File: config.mk
export PLATFORM = sky130hd
export DESIGN_NAME = id_ex_stage
export DESIGN_NICKNAME = d
export VERILOG_FILES = /design/src/rtl/mips_pkg.sv /design/src/rtl/hazard_detect_unit.sv /design/src/rtl/id_ex_stage.sv
export SDC_FILE = /design/constraint.sdc
export NUM_CORES = 1
export LEC_CHECK = 0
export CORE_MARGIN = 4
export CORE_UTILIZATION = 41
export CTS_BUF_LIST = sky130_fd_sc_hd__clkbuf_4
export DETAILED_ROUTE_END_ITERATION = 8
export HOLD_SLACK_MARGIN = 0.06
export MAX_ROUTING_LAYER = met4
export PLACE_DENSITY = 0.86
export SLEW_MARGIN = 20
export SYNTH_ARGS = -nofsm -noshare
export SYNTH_HDL_FRONTEND = slang
export SYNTH_HIERARCHICAL = 1
export SYNTH_SLANG_ARGS = --single-unit
File: constraint.sdc
create_clock -name clk -period 2.88 [get_ports clk]
set_clock_uncertainty 0.05 [all_clocks]
set_input_delay 0.864 -clock clk [delete_from_list [all_inputs] [get_ports clk]]
set_output_delay 0.864 -clock clk [all_outputs]
set_load 0.1 [all_outputs]
File: src/rtl/mips_pkg.sv
// Shared pipeline types for the 5-stage MIPS core: decoded control bundle and
// register-specifier constants.
package mips_pkg;

  localparam int ALU_OP_W = 3;
  localparam logic [4:0] REG_ZERO = 5'd0;

  typedef struct packed {
    logic                reg_write;
    logic                mem_to_reg;
    logic                mem_read;
    logic                mem_write;
    logic                alu_src;
    logic                reg_dst;
    logic [ALU_OP_W-1:0] alu_op;
  } ctrl_t;

  localparam ctrl_t CTRL_NOP = '0;

endpackage

File: src/rtl/hazard_detect_unit.sv
// Load-use hazard detection and PC / IF-ID write gating for the ID/EX boundary.
// Purely combinational; the raw load_use is reported before hold/flush priority.
module hazard_detect_unit (
  input  logic       hold,
  input  logic       flush,
  input  logic       IDEX_valid,
  input  logic       IDEX_mem_read,
  input  logic [4:0] IDEX_Rt,
  input  logic       ID_valid,
  input  logic       ID_uses_rt,
  input  logic [4:0] ID_Rs,
  input  logic [4:0] ID_Rt,
  output logic       load_use,
  output logic       pc_write,
  output logic       IFID_write
);
  import mips_pkg::*;

  logic rs_match;
  logic rt_match;

  assign rs_match = (IDEX_Rt == ID_Rs);
  assign rt_match = ID_uses_rt && (IDEX_Rt == ID_Rt);

  assign load_use = IDEX_valid && IDEX_mem_read && (IDEX_Rt != REG_ZERO) &&
                    ID_valid && (rs_match || rt_match);

  // A flush discards the dependent instruction anyway, so the front end keeps moving.
  assign pc_write   = !hold && (flush || !load_use);
  assign IFID_write = pc_write;

endmodule

File: src/rtl/id_ex_stage.sv
// ID/EX pipeline register with load-use bubble insertion, hold/flush handling
// and a saturating count of load-use stalls.
module id_ex_stage #(
  parameter int WIDTH    = 32,
  parameter int ALU_OP_W = 3,
  parameter int CNT_W    = 16
) (
  input  logic                clk,
  input  logic                rst_n,
  input  logic                hold,
  input  logic                flush,
  input  logic                ID_valid,
  input  logic                ID_reg_write,
  input  logic                ID_mem_to_reg,
  input  logic                ID_mem_read,
  input  logic                ID_mem_write,
  input  logic                ID_alu_src,
  input  logic                ID_reg_dst,
  input  logic [ALU_OP_W-1:0] ID_alu_op,
  input  logic                ID_uses_rt,
  input  logic [4:0]          ID_Rs,
  input  logic [4:0]          ID_Rt,
  input  logic [4:0]          ID_Rd,
  input  logic [WIDTH-1:0]    ID_read_data1,
  input  logic [WIDTH-1:0]    ID_read_data2,
  input  logic [WIDTH-1:0]    ID_imm,
  input  logic [WIDTH-1:0]    ID_pc_plus4,
  output logic                IDEX_valid,
  output logic                IDEX_reg_write,
  output logic                IDEX_mem_to_reg,
  output logic                IDEX_mem_read,
  output logic                IDEX_mem_write,
  output logic                IDEX_alu_src,
  output logic                IDEX_reg_dst,
  output logic [ALU_OP_W-1:0] IDEX_alu_op,
  output logic [4:0]          IDEX_Rs,
  output logic [4:0]          IDEX_Rt,
  output logic [4:0]          IDEX_Rd,
  output logic [WIDTH-1:0]    IDEX_read_data1,
  output logic [WIDTH-1:0]    IDEX_read_data2,
  output logic [WIDTH-1:0]    IDEX_imm,
  output logic [WIDTH-1:0]    IDEX_pc_plus4,
  output logic                pc_write,
  output logic                IFID_write,
  output logic [CNT_W-1:0]    stall_cnt
);
  import mips_pkg::*;

  ctrl_t            ctrl_q;
  ctrl_t            ctrl_d;
  logic             valid_q;
  logic [4:0]       rs_q, rt_q, rd_q;
  logic [WIDTH-1:0] rd1_q, rd2_q, imm_q, pc4_q;
  logic [CNT_W-1:0] cnt_q;
  logic             load_use;
  logic             bubble;
  logic             count_stall;

  hazard_detect_unit u_hazard (
    .hold          (hold),
    .flush         (flush),
    .IDEX_valid    (valid_q),
    .IDEX_mem_read (ctrl_q.mem_read),
    .IDEX_Rt       (rt_q),
    .ID_valid      (ID_valid),
    .ID_uses_rt    (ID_uses_rt),
    .ID_Rs         (ID_Rs),
    .ID_Rt         (ID_Rt),
    .load_use      (load_use),
    .pc_write      (pc_write),
    .IFID_write    (IFID_write)
  );

  assign ctrl_d = '{reg_write:  ID_reg_write,
                    mem_to_reg: ID_mem_to_reg,
                    mem_read:   ID_mem_read,
                    mem_write:  ID_mem_write,
                    alu_src:    ID_alu_src,
                    reg_dst:    ID_reg_dst,
                    alu_op:     ID_alu_op};

  assign bubble      = flush || load_use;
  assign count_stall = !flush && load_use && (cnt_q != {CNT_W{1'b1}});

  // ID -> EX register boundary
  always_ff @(posedge clk or negedge rst_n) begin
    if (!rst_n) begin
      valid_q <= 1'b0;
      ctrl_q  <= CTRL_NOP;
      rs_q    <= REG_ZERO;
      rt_q    <= REG_ZERO;
      rd_q    <= REG_ZERO;
      rd1_q   <= '0;
      rd2_q   <= '0;
      imm_q   <= '0;
      pc4_q   <= '0;
    end else if (!hold) begin
      if (bubble) begin
        // Zeroed specifiers keep forwarding from matching against the bubble.
        valid_q <= 1'b0;
        ctrl_q  <= CTRL_NOP;
        rs_q    <= REG_ZERO;
        rt_q    <= REG_ZERO;
        rd_q    <= REG_ZERO;
        rd1_q   <= '0;
        rd2_q   <= '0;
        imm_q   <= '0;
        pc4_q   <= '0;
      end else begin
        valid_q <= ID_valid;
        ctrl_q  <= ctrl_d;
        rs_q    <= ID_Rs;
        rt_q    <= ID_Rt;
        rd_q    <= ID_Rd;
        rd1_q   <= ID_read_data1;
        rd2_q   <= ID_read_data2;
        imm_q   <= ID_imm;
        pc4_q   <= ID_pc_plus4;
      end
    end
  end

  always_ff @(posedge clk or negedge rst_n) begin
    if (!rst_n) begin
      cnt_q <= '0;
    end else if (!hold && count_stall) begin
      cnt_q <= cnt_q + 1'b1;
    end
  end

  assign IDEX_valid      = valid_q;
  assign IDEX_reg_write  = ctrl_q.reg_write;
  assign IDEX_mem_to_reg = ctrl_q.mem_to_reg;
  assign IDEX_mem_read   = ctrl_q.mem_read;
  assign IDEX_mem_write  = ctrl_q.mem_write;
  assign IDEX_alu_src    = ctrl_q.alu_src;
  assign IDEX_reg_dst    = ctrl_q.reg_dst;
  assign IDEX_alu_op     = ctrl_q.alu_op;
  assign IDEX_Rs         = rs_q;
  assign IDEX_Rt         = rt_q;
  assign IDEX_Rd         = rd_q;
  assign IDEX_read_data1 = rd1_q;
  assign IDEX_read_data2 = rd2_q;
  assign IDEX_imm        = imm_q;
  assign IDEX_pc_plus4   = pc4_q;
  assign stall_cnt       = cnt_q;

endmodule

# Word-level counts from Yosys, hierarchy flattened
# Cells that the tools add are included.
# word_totals
ff_bits	169
inputBits	158
output_inout_bits	171
wordCells	45
# classes
addsub	1
eq_ne	3
muxes	9
reduce_logical	16
# op_table
op	count
$mux W32	4
$add A16 B1 Y16 const B	1
$ne A16 B16 Y1 const B	1
$mux W5	3
$eq A5 B5 Y1	2
$logic_and A1 B1 Y1	9
$mux W9	1
$reduce_bool A5 Y1	1
$logic_not A1 Y1	3
$logic_or A1 B1 Y1	3
$mux W1	1

# Logic depth before layout (Yosys ltp)
# Gate-level depths: netlist of run 1.
# logic_depth
ltp_word	7
ltp_mapped	9
depth_no_buf	8

# Cells and area by module
# Netlist of run 1, hierarchy kept.
# modules_own_cells
module	instances	cells_each	area_each_um2	seq_area_each_um2
id_ex_stage	1	417	6180.9	4229.1
hazard_detect_unit	1	21	161.4	0.0

# Worst setup path before layout of run 1
# OpenSTA, ideal clock, no wires.
# synth_path
kind	reg-to-output
start	register rt_q[2] (netlist: IDEX_Rt[2])
end	output port pc_write
t_arrival_ns	2.900
t_required_ns	1.966
setup_slack_ns	-0.934
path_stages_with_launch	5
path_buffers	1
cell_sequence	dfrtp_1 -> or4_1 -> o21ai_0 -> o41a_1 -> buf_4
# synth_via
elab_chain_cells	7
elab_cells_between_ends	11
classes_between	eq/ne (2); reduce/logical (9)
# synth_lines
item	line	text
start, declared	id_ex_stage.sv:52	logic [4:0] rs_q, rt_q, rd_q;
start signal, assigned	id_ex_stage.sv:113	rt_q <= ID_Rt;
$eq A5 B5 Y1 or $reduce_bool A5 Y1 (tied branches)	hazard_detect_unit.sv:23, hazard_detect_unit.sv:25	
$logic_and A1 B1 Y1 (on tied branches)	hazard_detect_unit.sv:23, hazard_detect_unit.sv:25	
$logic_or A1 B1 Y1 or $logic_and A1 B1 Y1 (tied branches)	hazard_detect_unit.sv:26, hazard_detect_unit.sv:25	
$logic_and A1 B1 Y1 *	hazard_detect_unit.sv:26	ID_valid && (rs_match || rt_match);
$logic_not A1 Y1 *	hazard_detect_unit.sv:29	assign pc_write = !hold && (flush || !load_use);
$logic_or A1 B1 Y1 *	hazard_detect_unit.sv:29	
$logic_and A1 B1 Y1 *	hazard_detect_unit.sv:29	
end, declared	id_ex_stage.sv:43	output logic pc_write,
# Every way passes the cells marked *; elsewhere a longest branch is shown, timed or not.

# Worst setup path after layout of run 1
# layout_path
start	input port ID_Rt[2]
end	output port pc_write
# layout_via
elab_chain_cells	7
# layout_lines
item	line	text
start, declared	id_ex_stage.sv:22	input logic [4:0] ID_Rt,
$eq A5 B5 Y1	hazard_detect_unit.sv:23	assign rt_match = ID_uses_rt && (IDEX_Rt == ID_Rt);
$logic_and A1 B1 Y1	hazard_detect_unit.sv:23	
$logic_or A1 B1 Y1	hazard_detect_unit.sv:26	
$logic_and A1 B1 Y1	hazard_detect_unit.sv:26	
$logic_not A1 Y1	hazard_detect_unit.sv:29	
$logic_or A1 B1 Y1	hazard_detect_unit.sv:29	
$logic_and A1 B1 Y1	hazard_detect_unit.sv:29	
# No other way between the ends.

==> impl_metrics.tcl, run 1 <==
set metrics [dict create \
    synth.yosys.seq_area_share_pct 66.7 \
    fp.coreArea_sq_um 15200 \
    cp_num_buf_inv 2 \
    worst_path_largest_cell_delay_ps 420 \
    ys_ff_latch 169 \
    synth.yosys.warnings 6 \
    synthXorXnorAreaFrac_pct 3.45 \
    dpl_worst_slack_ps -692 \
    number_of_antenna_violating_nets_in_the_routed_design 0 \
    layout.nets 934 \
    cts_buffers 17 \
    area_growth_pct 55.9 \
    num_io_pins 329 \
    drt-pass1-iter-count 4 \
    layout_worst_path_cycle_share_pct 109 \
    clockBufferDepth 2 \
    dp_cells 942 \
    syn_avg_cell_area_sq_um 14.5 \
    post_drt_via_cell_ratio 5.32 \
    finalHoldViolations 0 \
    internal_power_mw 3.64 \
    grt_antenna_before_repair 1 \
    placed_area_sq_um 9590 \
    static-leakage-power_nw 4.91 \
    timing.critical_path.from_type "primary input" \
    clock_tree_from_tritoncts "built" \
    netlist_area_sq_um 6340 \
    synth-simple-area-share_pct 5.43 \
    drc_errors 0 \
    slew_margin_rel_pct 65.0 \
    synthesis.nets 597 \
    grt_remaining_overflow 0 \
    max_slew.worst_pin.slew_ps 524 \
    cells_along_the_critical_path "dlygate4sd2_1 -> xor2_1 -> nor4_2 -> a32oi_2 -> o41a_4 -> buf_12" \
    clkLatencyLatePin_ps 510 \
    drv_cap 0 \
    power_frac_clock_pct 22.0 \
    outcome "finished with violations" \
    fp.dieArea_sq_um 17500 \
    muxShareOfSynthArea_pct 0.237 \
    net-switching-power_mw 2.49 \
    final_setup_vio_count 2 \
    worst-r2r-cell-count 9 \
    chipWidth_um 132 \
    number_of_global_route_vias_before_repair 5449 \
    r2r_end "stall_cnt[12]" \
    most-common-layout-cells "buf_4, dfrtp_1, a22o_1" \
    dp.final_hpwl_mm 14.2 \
    count_of_pins_over_their_slew_limit 0 \
    worstHoldPathType "primary input to async pin" \
    fraction_of_layout_instances_using_a_drive_strength_above_1_pct 32.0 \
    gp_congestion 0.890 \
    cts.reportedPaths.clkPinSlew_ps 130 \
    initialDrtViolationCount 282 \
    failing_checks "negative setup slack" \
    std_cell_rows 45 \
    cts_root_buffer "clkbuf_4" \
    synth_compound_area_share_pct 21.5 \
    finalInstanceArea_sq_um 9890 \
    crit_type "primary input to output pin" \
    cts_sinks 169 \
    worstPathMaxFanout 2 \
    routed_wirelength_mm 18.8 \
    power.sequential.fraction_pct 43.2 \
    final_critical_path_setup_slack_ps -253 \
    mostFrequentLayoutCell "buf_4" \
    ff2ff_setup_slack_ps 370 \
    count_of_non_filler_cells_in_the_finished_layout 977 \
    port_buffers 328 \
    pin_count_of_the_biggest_net_entering_global_routing 106 \
    final.min_clock_period_ps 3130 \
    critical_path.top_delay_family "compound AO/OA/AOI/OAI gates" \
    endpoint_kind "output pin" \
    floorplan.initialDensity_pct 41.7 \
    post_synthesis_share_of_cell_area_spent_on_full_adders_half_adders_and_majority_gates_pct 0.197 \
    fillCellCount 1103 \
    synth_cells 438 \
    cp.arrival_ps 2220 \
    grt_first_pass_wirelength_mm 29.9 \
    grt_util_all_layers_pct 22.1 \
    clock.fmax_ghz 0.319 \
    cts-htree-levels 4 \
    power.share.combinational_pct 34.8 \
    slowest_cell_on_the_critical_path "o41a_4" \
    net_sw_share_pct 40.7 \
    route.vias.total 5201 \
    setup_tns_ps -506 \
    unrepaired_setup_endpoints_after_global_routing "true" \
    critical_path.reg2reg.startpoint "IDEX_Rt[3]" \
    critPathRequiredTime_ps 1970 \
    pwr_density_nw_per_um2 620 \
    main_combinational_cell_family_by_area_after_synthesis "compound AO/OA/AOI/OAI gates" \
    wl_per_cell_um 19.3 \
    ir_drop_v 0.000399 \
    post_synth_num_cell_types 41 \
    fp.dieH_um 132 \
]
-- cell usage after synthesis --
cell type	instances	share of area, %
or2_0	1	0.099
nor2b_1	1	0.099
nand2b_2	1	0.14
mux2_4	1	0.24
nor3_2	1	0.16
nor3b_1	1	0.12
buf_6	1	0.18
and2_1	1	0.099
nor3_1	8	0.63
a22o_1	153	21
clkbuf_1	23	1.4
or3_2	1	0.12
nor4_4	1	0.34
inv_1	1	0.059
o21ai_0	1	0.079
a32oi_1	1	0.14
nand4_1	4	0.39
nand3_2	1	0.16
nand4b_1	1	0.14
xor2_1	24	3.3
nor4_2	2	0.39
or4_4	1	0.18
nand2_1	6	0.36
or4_1	1	0.12
and3_1	1	0.099
dfrtp_1	169	67
buf_2	6	0.47
nor4_1	4	0.39
ha_1	1	0.20
xnor2_1	1	0.14
buf_4	1	0.12
and3b_1	1	0.14
nor2_1	1	0.059
and4_2	1	0.16
nand4bb_1	1	0.18
nor4b_2	1	0.24
buf_1	5	0.30
o41a_1	1	0.18
nor2_2	1	0.099
nand3_1	5	0.39
nor4b_1	1	0.14
-- area by class of cell --
| cell class | count | area, sq um | area share, % |
|---|---|---|---|
| flip-flops and latches | 169 | 4230 | 42.8 |
| repair buffers | 354 | 3140 | 31.7 |
| multi-input cells | 232 | 1990 | 20.1 |
| well taps | 188 | 235 | 2.38 |
| clock inverters | 14 | 146 | 1.48 |
| clock buffers | 18 | 135 | 1.37 |
| inverters | 1 | 3.75 | 0.0380 |
| diodes | 1 | 2.50 | 0.0253 |
-- per-layer routing --
| metal | track usage (%) | share of wire [%] | up-vias |
|---|---|---|---|
| li1 | - | - | 2348 |
| met3 | 6.07 | 8.0 | 38 |
| met5 | - | 0 | - |
| met2 | 33.7 | 48 | 287 |
| met1 | 28.2 | 41 | 2528 |
| met4 | 8.60 | 2.9 | 0 |
-- worst max-delay path by stage --
stage | depth (start not counted) | slack (ps) | startpoint | to
after floorplan | 5 | -350 | ID_Rt[2] | pc_write
after global placement | 6 | -680 | ID_Rt[2] | pc_write
after detailed placement | 6 | -690 | ID_Rt[2] | pc_write
after CTS | 5 | -290 | IDEX_Rt[3] | pc_write
after global routing | 5 | -330 | IDEX_Rt[3] | pc_write
final | 6 | -250 | ID_Rt[2] | pc_write
-- per-stage QoR --
step                utilization (%)  power (mW)  hold WS (ps)
detailed placement             63.1        4.83           449
global placement               63.1        4.81           442
floorplan                         -        4.14           518
CTS                            65.0        6.19           166
finish                         65.0        6.13           217
global route                   65.0        6.37           173
-- power groups by stage --
stage	logic [mW]	registers, mW	clock network (mW)
global placement	2.12	2.69	0
detailed placement	2.14	2.69	0
floorplan	0.242	3.90	0
finish	2.13	2.65	1.35
global route	2.20	2.67	1.50
CTS	2.14	2.65	1.40
-- timing repair --
action	4_1_cts	5_1_grt
setup buffers	2	0
hold buffers	0	0
pin swaps	9	1
setup endpoints to repair	2	2
gates resized for setup	22	1
-- kinds of logic (layout without fill, tap and decap cells) --
group                      Yosys count  after routing
adders and majority gates            1              1
muxes                                1              1
buffers and inverters               37            387
and+or+nand+nor                     49             49
AOI/OAI and AO/OA                  156            156
xor gates and xnor gates            25             25
DFF                                169            169
other                                0              1
(Power assumes the default switching activity.)
==> run 2: changes to the inputs <==
- CAP_MARGIN: unset -> 10
==> results of run 2 <==
Same layout as run 1: the final DEF is identical, and so are final timing and power.
==> run 3: changes to the inputs <==
- PLACE_DENSITY: 0.86 -> 0.9
==> run 3 against run 2 <==
The flow still finishes with violations (negative setup slack). Worst hold slack better by 24 ps. Flip-flop and latch count unchanged. Core utilization down 0.90 points. Wire length up 0.23%. Final area down 1.4%. Sequential power about the same. Global-route usage down 0.28 points. Total power down 1.9%. Fmax down 0.73%. Clock power down 8%. Highest routed layer unchanged.
==> impl_metrics.tcl, run 3 (synthesis results as in run 1) <==
set metrics [dict create \
    count_of_pins_over_their_slew_limit 0 \
    initialDrtViolationCount 248 \
    slowest_cell_on_the_critical_path "o41a_4" \
    cts_root_buffer "clkbuf_4" \
    critical_path.top_delay_family "compound AO/OA/AOI/OAI gates" \
    grt_util_all_layers_pct 21.8 \
    mostFrequentLayoutCell "buf_4" \
    outcome "finished with violations" \
    timing.critical_path.from_type "primary input" \
    cts_buffers 17 \
    drc_errors 0 \
    multi_input_area_sq_um 1990 \
    pin_count_of_the_biggest_net_entering_global_routing 95 \
    wl_per_cell_um 19.5 \
    cells_along_the_critical_path "clkdlybuf4s15_1 -> xor2_1 -> nor4_2 -> a32oi_2 -> o41a_4 -> buf_12" \
    setup_tns_ps -552 \
    final_critical_path_setup_slack_ps -276 \
    failing_checks "negative setup slack" \
    drt-pass1-iter-count 4 \
    cp.arrival_ps 2240 \
    cts_sinks 169 \
    floorplan.initialDensity_pct 41.7 \
    chipWidth_um 132 \
    static-leakage-power_nw 4.84 \
    grt_antenna_before_repair 0 \
    cts.reportedPaths.clkPinSlew_ps 140 \
    num_io_pins 329 \
    worst_path_largest_cell_delay_ps 410 \
    finalInstanceArea_sq_um 9750 \
    worstHoldPathType "primary input to async pin" \
    clock.fmax_ghz 0.317 \
    cp_num_buf_inv 2 \
    route.vias.total 5220 \
    gp_congestion 0.856 \
    placed_area_sq_um 9480 \
    dp.final_hpwl_mm 14.0 \
    std_cell_rows 45 \
    hold_ws_ps 241 \
    n_antenna_cell 0 \
    layout.nets 925 \
    clkLatencyLatePin_ps 550 \
    fp.dieArea_sq_um 17500 \
    clockBufferDepth 2 \
    drv_cap 0 \
    fp.coreArea_sq_um 15200 \
    post_drt_via_cell_ratio 5.40 \
    port_buffers 328 \
    grt_remaining_overflow 0 \
    clock_tree_from_tritoncts "built" \
    unrepaired_setup_endpoints_after_global_routing "true" \
    layout_worst_path_cycle_share_pct 110 \
    worstPathMaxFanout 2 \
    final.min_clock_period_ps 3160 \
    endpoint_kind "output pin" \
    fillCellCount 1100 \
    critPathRequiredTime_ps 1970 \
    routed_wirelength_mm 18.9 \
    max_slew.worst_pin.slew_ps 788 \
    slew_margin_rel_pct 47.5 \
    number_of_antenna_violating_nets_in_the_routed_design 0 \
    cts-htree-levels 4 \
    fraction_of_layout_instances_using_a_drive_strength_above_1_pct 31.3 \
    grt_first_pass_wirelength_mm 29.7 \
    finalHoldViolations 0 \
    cts-hold-fix-buffers 0 \
    area_growth_pct 53.7 \
    ir_drop_v 0.000346 \
    ff_latch_area_sq_um 4230 \
    fp.dieH_um 132 \
    crit_type "primary input to output pin" \
    pwr_density_nw_per_um2 616 \
    final_setup_vio_count 2 \
    number_of_global_route_vias_before_repair 5637 \
    most-common-layout-cells "buf_4, dfrtp_1, a22o_1" \
    dpl_worst_slack_ps -662 \
]
==> run 3: cell count changes in the layout (fill, tap and decap cells not counted), moves of 2 or more <==
cell / change
buf_12: -3
buf_4: -6
bufinv_16: -2
clkinv_1: -2
clkinv_4: -2
clkinvlp_4: +2
inv_6: +4
==> run 3: repair_timing <==
action | in CTS | in global routing
endpoints found under the setup margin | 2 | 3
pin swaps | 7 | 0
gates resized for setup | 20 | 1
buffers inserted | 3 | 0
==> run 3: path summary, 6_finish.rpt <==
check	startpoint	cells past startpoint	slack, ps	endpoint
worst max-delay path	ID_Rt[4]	6	-280	pc_write
worst min-delay path	rst_n	2	240	IDEX_Rd[0]
worst max register to register	IDEX_Rt[3]	9	260	stall_cnt[1]
worst min register to register	stall_cnt[15]	1	460	stall_cnt[15]
max in group asynchronous	rst_n	2	2110	IDEX_read_data1[8]
min in group clk	stall_cnt[15]	1	460	stall_cnt[15]
==> run 3: worst reg2reg max path, stage by stage, from the launching register on <==
cell and delay (ps):
dfrtp_2 440, xor2_1 160, nor4_2 310, a32oi_2 170, buf_4 150, nor3_1 290
nand2b_2 90, or2_0 350, nor2_2 190, mux2_4 310
==> run 3: layout make-up <==
cell class                      count  share of cell area [%]
Clock buffer                       18                    1.39
Clock inverter                     14                    1.14
Sequential cell                   169                    43.4
Inverter                            1                  0.0385
Multi-Input combinational cell    232                    20.4
Timing Repair Buffer              345                    31.2
Tap cell                          188                    2.41
==> run 3: routing by layer <==
metal	track usage, %	vias to the layer above	part of all wire (%)
met5	-	-	0
met4	6.76	0	1.9
met3	5.92	26	7.7
met2	35.7	266	50
met1	26.5	2590	41
li1	-	2338	-
==> run 3: power by group <==
part / internal (mW) / total [mW] / switching (mW)
combinational: 0.556 / 2.12 / 1.56
clock: 0.371 / 1.24 / 0.872
sequential: 2.54 / 2.65 / 0.112
==> run 3: metrics by stage <==
stage	utilization (%)	power [mW]	instances
floorplan	-	4.14	438
global placement	62.4	4.79	932
global route	64.1	6.23	967
detailed placement	62.4	4.82	932
finish	64.1	6.01	967
CTS	64.1	6.07	967
